## src/rtl/mmio_uart_tx.sv

```systemverilog
// rtl/mmio_uart_tx.sv - memory-mapped 8N1 UART transmitter fed from the core store bus
//
// Snoops the store bus. A store to TX_ADDR queues writedata[7:0] in a small
// FIFO. A store to TX_ADDR+4 with writedata[0] set clears the sticky overflow
// flag. An 8N1 serializer drains the FIFO onto txd, LSB first.
//
// Parameters:
//   CLKS_PER_BIT - clock cycles per serial bit (>= 2)
//   DEPTH        - FIFO entries (power of two, 2..128)
//   TX_ADDR      - data register address; control register at TX_ADDR+4
//
// Ports:
//   clk        - single clock, rising edge
//   reset      - synchronous, active-high
//   memwrite   - store strobe
//   dataadr    - store address
//   writedata  - store data ([7:0] data, [0] control)
//   txd        - registered serial output, idle high
//   busy       - frame in progress or bytes queued
//   fifo_full  - FIFO holds DEPTH bytes
//   overflow   - sticky, set when a byte is dropped
//   status     - {16'b0, count, 5'b0, overflow, fifo_full, busy}

module mmio_uart_tx #(
    parameter int          CLKS_PER_BIT = 16,
    parameter int          DEPTH        = 8,
    parameter logic [31:0] TX_ADDR      = 32'hFFFF_0000
) (
    input  logic        clk,
    input  logic        reset,
    input  logic        memwrite,
    input  logic [31:0] dataadr,
    input  logic [31:0] writedata,
    output logic        txd,
    output logic        busy,
    output logic        fifo_full,
    output logic        overflow,
    output logic [31:0] status
);

    localparam int AW = $clog2(DEPTH);
    localparam int CW = $clog2(CLKS_PER_BIT);

    localparam logic [AW:0]   COUNT_FULL = (AW + 1)'(DEPTH);
    localparam logic [CW-1:0] BAUD_LAST  = CW'(CLKS_PER_BIT - 1);

    localparam logic [1:0] S_IDLE  = 2'd0;
    localparam logic [1:0] S_START = 2'd1;
    localparam logic [1:0] S_DATA  = 2'd2;
    localparam logic [1:0] S_STOP  = 2'd3;

    // FIFO storage and bookkeeping
    logic [7:0]    mem [DEPTH];
    logic [AW-1:0] wr_ptr;
    logic [AW-1:0] rd_ptr;
    logic [AW:0]   count;
    logic [7:0]    head;

    // Serializer
    logic [1:0]    state;
    logic [CW-1:0] baud;
    logic [2:0]    bit_idx;
    logic [7:0]    shift;

    // Bus decode and handshake between FIFO and serializer
    logic push_req;
    logic push;
    logic pop;
    logic ctrl_clr;
    logic baud_done;
    logic fifo_empty;
    logic [7:0] count8;

    logic unused_bits;
    assign unused_bits = ^writedata[31:8];

    assign push_req   = memwrite && (dataadr == TX_ADDR);
    assign ctrl_clr   = memwrite && (dataadr == TX_ADDR + 32'd4) && writedata[0];
    assign fifo_empty = (count == '0);
    assign fifo_full  = (count == COUNT_FULL);

    // The full test uses the pre-pop count, so a full FIFO drops the byte even
    // when the serializer pops on the same edge.
    assign push = push_req && !fifo_full;

    assign baud_done = (baud == BAUD_LAST);

    // The serializer takes the head either from IDLE or at the very end of a
    // STOP bit, which gives back-to-back frames with no idle gap.
    assign pop = !fifo_empty &&
                 ((state == S_IDLE) || ((state == S_STOP) && baud_done));

    assign head = mem[rd_ptr];

    // Storage has no reset; validity is tracked by count and the pointers.
    always_ff @(posedge clk) begin
        if (push) begin
            mem[wr_ptr] <= writedata[7:0];
        end
    end

    always_ff @(posedge clk) begin
        if (reset) begin
            wr_ptr   <= '0;
            rd_ptr   <= '0;
            count    <= '0;
            overflow <= 1'b0;
        end else begin
            if (push) begin
                wr_ptr <= wr_ptr + 1'b1;
            end
            if (pop) begin
                rd_ptr <= rd_ptr + 1'b1;
            end
            case ({push, pop})
                2'b10:   count <= count + 1'b1;
                2'b01:   count <= count - 1'b1;
                default: count <= count;
            endcase
            // A drop takes precedence over a clear on the same edge.
            if (push_req && !push) begin
                overflow <= 1'b1;
            end else if (ctrl_clr) begin
                overflow <= 1'b0;
            end
        end
    end

    // txd is loaded with the level of the state being entered, so it is a
    // pure register with no path from the bus.
    always_ff @(posedge clk) begin
        if (reset) begin
            state   <= S_IDLE;
            baud    <= '0;
            bit_idx <= 3'd0;
            shift   <= 8'd0;
            txd     <= 1'b1;
        end else begin
            case (state)
                S_IDLE: begin
                    baud <= '0;
                    if (pop) begin
                        shift <= head;
                        state <= S_START;
                        txd   <= 1'b0;
                    end else begin
                        txd <= 1'b1;
                    end
                end

                S_START: begin
                    if (baud_done) begin
                        baud    <= '0;
                        bit_idx <= 3'd0;
                        state   <= S_DATA;
                        txd     <= shift[0];
                    end else begin
                        baud <= baud + 1'b1;
                    end
                end

                S_DATA: begin
                    if (baud_done) begin
                        baud  <= '0;
                        shift <= {1'b0, shift[7:1]};
                        if (bit_idx == 3'd7) begin
                            state <= S_STOP;
                            txd   <= 1'b1;
                        end else begin
                            bit_idx <= bit_idx + 1'b1;
                            txd     <= shift[1];
                        end
                    end else begin
                        baud <= baud + 1'b1;
                    end
                end

                S_STOP: begin
                    if (baud_done) begin
                        baud <= '0;
                        if (pop) begin
                            shift <= head;
                            state <= S_START;
                            txd   <= 1'b0;
                        end else begin
                            state <= S_IDLE;
                            txd   <= 1'b1;
                        end
                    end else begin
                        baud <= baud + 1'b1;
                    end
                end

                default: begin
                    state <= S_IDLE;
                    baud  <= '0;
                    txd   <= 1'b1;
                end
            endcase
        end
    end

    assign busy   = (state != S_IDLE) || !fifo_empty;
    assign count8 = 8'(count);
    assign status = {16'h0000, count8, 5'b00000, overflow, fifo_full, busy};

endmodule

```

## config.mk

```make
export PLATFORM = sky130hd
export DESIGN_NAME = mmio_uart_tx
export DESIGN_NICKNAME = d
export VERILOG_FILES = /design/src/rtl/mmio_uart_tx.sv
export SDC_FILE = /design/constraint.sdc
export NUM_CORES = 1
export LEC_CHECK = 0
export ABC_AREA = 0
export CORE_MARGIN = 1
export CORE_UTILIZATION = 45
export CTS_CLUSTER_DIAMETER = 40
export CTS_CLUSTER_SIZE = 12
export DETAILED_ROUTE_END_ITERATION = 6
export GPL_ROUTABILITY_DRIVEN = 1
export PLACE_DENSITY = 0.76
export SKIP_CTS_REPAIR_TIMING = 1
export SLEW_MARGIN = 10
export SYNTH_ARGS = -nofsm -noshare
export SYNTH_HDL_FRONTEND = slang
export SYNTH_SLANG_ARGS = --single-unit
```

## constraint.sdc

```tcl
create_clock -name clk -period 3.2 [get_ports clk]
set_input_delay 0.64 -clock clk [delete_from_list [all_inputs] [get_ports clk]]
set_output_delay 0.64 -clock clk [all_outputs]
set_load 0.05 [all_outputs]
```

==> results.toml, run 1 <==
[power_and_ir_drop]
p_switching_w = 0.000695
ir_drop_uv = 411
p_int_w = 0.00184
pwr-share-seq = 0.529
clkPwrFrac = 0.334
switching_share = 0.274
p_per_area_nw_per_um2 = 472
comb_power_share = 0.137
leakage_nw = 1.81

[timing]
tightest_slew_ns = 0.612
setup_tns_ns = 0
period_needed_ns = 3.06
fmax_ghz = 0.327
setup_viol_count_final = 0
fin_ws_ns = 0.143
fin_skew_ns = 0.0149
hold_violations = 0
slew_headroom = 0.590
fin_crit_sh = 0.955
drv_slew = 0

[layout]
fill_cells = 790
drive_gt1_frac = 0.150
antenna_cells = 0
fin_nets = 483
stdcell_count = 540
final_util = 0.552
areaGrowthSynthToFinish_pct = 19.9

[worst_setup_path]
critPathMaxFanout = 2
path_buf_inv = 2
endpoint_kind = "register"
crit_type = "in2reg"
worstSetupStartpointType = "input port"
crit_chain = "clkdlybuf4s50_1, nand4_1, or4_4, nor4_4, inv_2, ha_1, xor2_1, ha_1, a21oi_2, xor2_1, or3_1, a21oi_1"
cp.required_ns = 3.50
crit_slowest_cell = "or4_4"
critPathMaxStageDelay_ns = 0.57
critPathArrivalTime_ns = 3.36
crit_family = "simple AND/OR/NAND/NOR gates"

[synth]
syn_area_per_cell_um2 = 13.2
synth-edff-count = 64
synth_cell_types = 56
ys_seq_area_frac = 0.572
synth_commonest_cells = "edfxtp_1 (64), dfxtp_1 (32), buf_4 (28), nor2_1 (19), nand2_1 (15)"
synth_top_area_share = 0.429
synth_area_um2 = 4480
synthCells = 339
synth-seq-cells = 96
synth_flop_cell = "edfxtp_1"
yosys.area.top_type = "edfxtp_1"
synth_area_leaders = "edfxtp_1 (43%), dfxtp_1 (14%), mux4_2 (7.0%)"
async_reset_ff_frac = 0
yosysWarningCount = 0
yosysMostFrequentCell = "edfxtp_1"

[job]
max-cap-violations = 0

[clock_network]
cts_tree = "done"
cts_buffers = 9
clock_sinks = 96
clk_path_buf_depth = 2
path_clk_slew_ns = 0.11
root_buffer = "clkbuf_8"
insertion_delay_ns = 0.37
htreeDepth = 3

[route]
wirelength_mm = 8.84
avgViaCountPerCell = 5.42
drt_first_pass_iters = 4
drtIter0Drc = 100
drc = 0
route.vias.total = 2927
drtAntennaViolNets = 0
wl_per_cell_um = 16.4

[run_status]
outcome = "finished, final reports clean"

[placed_design]
port_buffers = 53
pre_cts_ws_ns = -0.328
hpwl_mm = 6.15
dp_cells = 523
gp_congestion = 0.823

[die]
start_util = 0.460
fp-row-count = 36
coreArea_um2 = 9730
pin_count = 103
die_h_um = 102
die-area_um2 = 10400
die-width_um = 102

[global_route]
grt_max_degree = 27
antenna_found_initial = 0
grt_pass1_vias = 2834
grt-ovfl-total = 0
grt_pass1_wl_mm = 14.3
grt_usage = 0.186

[worst_hold_path]
hold_class = "reg2reg"
==> per-layer routing <==
layer	vias up	wire length (um)	GRT usage
met4	0	161	0.0691
met2	78	4550	0.322
met5	-	0	0
li1	1392	-	-
met1	1441	3840	0.226
met3	16	283	0.0435
==> power groups by stage <==
stage,clock network [W],registers (W),logic (W)
final,0.000847,0.00134,0.000347
after global placement,0,0.00137,0.000335
after detailed placement,0,0.00137,0.000343
after CTS,0.000866,0.00134,0.000344
after floorplan,0,0.00138,0.000240
after global routing,0.000915,0.00134,0.000371
==> sequential cells by signal (all words and copies together), names as in the netlist, named ones only <==
name and cells:
baud 4, bit_idx 3, mem 64, txd 1
count 4, state 2, overflow 1, wr_ptr 3
rd_ptr 3, shift 8
==> cells by family (layout without fill, tap and decap cells) <==
group / Yosys count / in the layout / synth area share
flip-flops: 96 / 96 / 0.572
AND/OR/NAND/NOR: 92 / 92 / 0.123
buffers and inverters: 52 / 96 / 0.0682
AO/OA/AOI/OAI: 50 / 50 / 0.0819
multiplexers: 27 / 27 / 0.101
adder cells (fa/ha/maj): 14 / 14 / 0.0391
XOR/XNOR: 7 / 7 / 0.0137
other: 1 / 25 / 0.000838
==> cells in the final DEF, fill, tap and decap left out, types with 3 or more instances in the layout <==
cell type / Yosys / routed
a21oi_1: 5 / 4
a22oi_1: 3 / 3
buf_4: 28 / 17
clkbuf_8: 0 / 9
clkdlybuf4s50_1: 0 / 53
conb_1: 1 / 25
dfxtp_1: 32 / 32
edfxtp_1: 64 / 64
ha_1: 14 / 14
inv_1: 8 / 8
mux2_2: 5 / 5
mux2i_1: 8 / 8
mux4_2: 14 / 14
nand2_1: 15 / 15
nand2b_1: 4 / 4
nand3_1: 3 / 3
nand4_1: 6 / 6
nand4b_1: 7 / 7
nor2_1: 19 / 19
nor3_1: 3 / 3
nor3b_1: 3 / 3
nor4_1: 11 / 11
o21a_1: 3 / 3
o21ai_0: 7 / 7
o221ai_1: 14 / 14
o22ai_1: 6 / 6
or3_1: 3 / 3
xnor2_1: 3 / 3
xor2_1: 4 / 4
==> worst paths after layout <==
kind          startpoint  endpoint  slack (ns)  depth (start not counted)
min reg2reg      baud[0]   baud[0]        0.48                          1
min              baud[0]   baud[0]        0.48                          1
max          dataadr[26]  count[2]        0.14                         12
max reg2reg     count[0]  count[2]        0.57                          9
==> metrics by stage <==
step           instance area, um2  power (W)  hold WS [ns]
2_1_floorplan                4580    0.00162         0.432
3_3_place_gp                 5130    0.00170         0.447
3_5_place_dp                 5130    0.00171         0.462
4_1_cts                      5360    0.00255         0.477
5_1_grt                      5370    0.00263         0.494
6_report                     5370    0.00253         0.476
==> area by class of cell <==
cell class	instances	area [um2]	area share
sequential	96	2560	0.477
multi-input combinational	215	1720	0.320
tap	133	166	0.0310
timing repair buffer	70	658	0.123
clock inverter	7	101	0.0189
clock buffer	9	124	0.0231
inverter	10	37.5	0.00699
(Power assumes the default switching activity.)
==> run 2, diff against run 1 <==
--- a/config.mk
+++ b/config.mk
@@ -9,7 +9,6 @@
 export CORE_MARGIN = 1
 export CORE_UTILIZATION = 45
 export CTS_CLUSTER_DIAMETER = 40
-export CTS_CLUSTER_SIZE = 12
 export DETAILED_ROUTE_END_ITERATION = 6
 export GPL_ROUTABILITY_DRIVEN = 1
 export PLACE_DENSITY = 0.76
==> results of run 2 <==
Same layout as run 1: the final DEF is identical, and so are final timing and power.
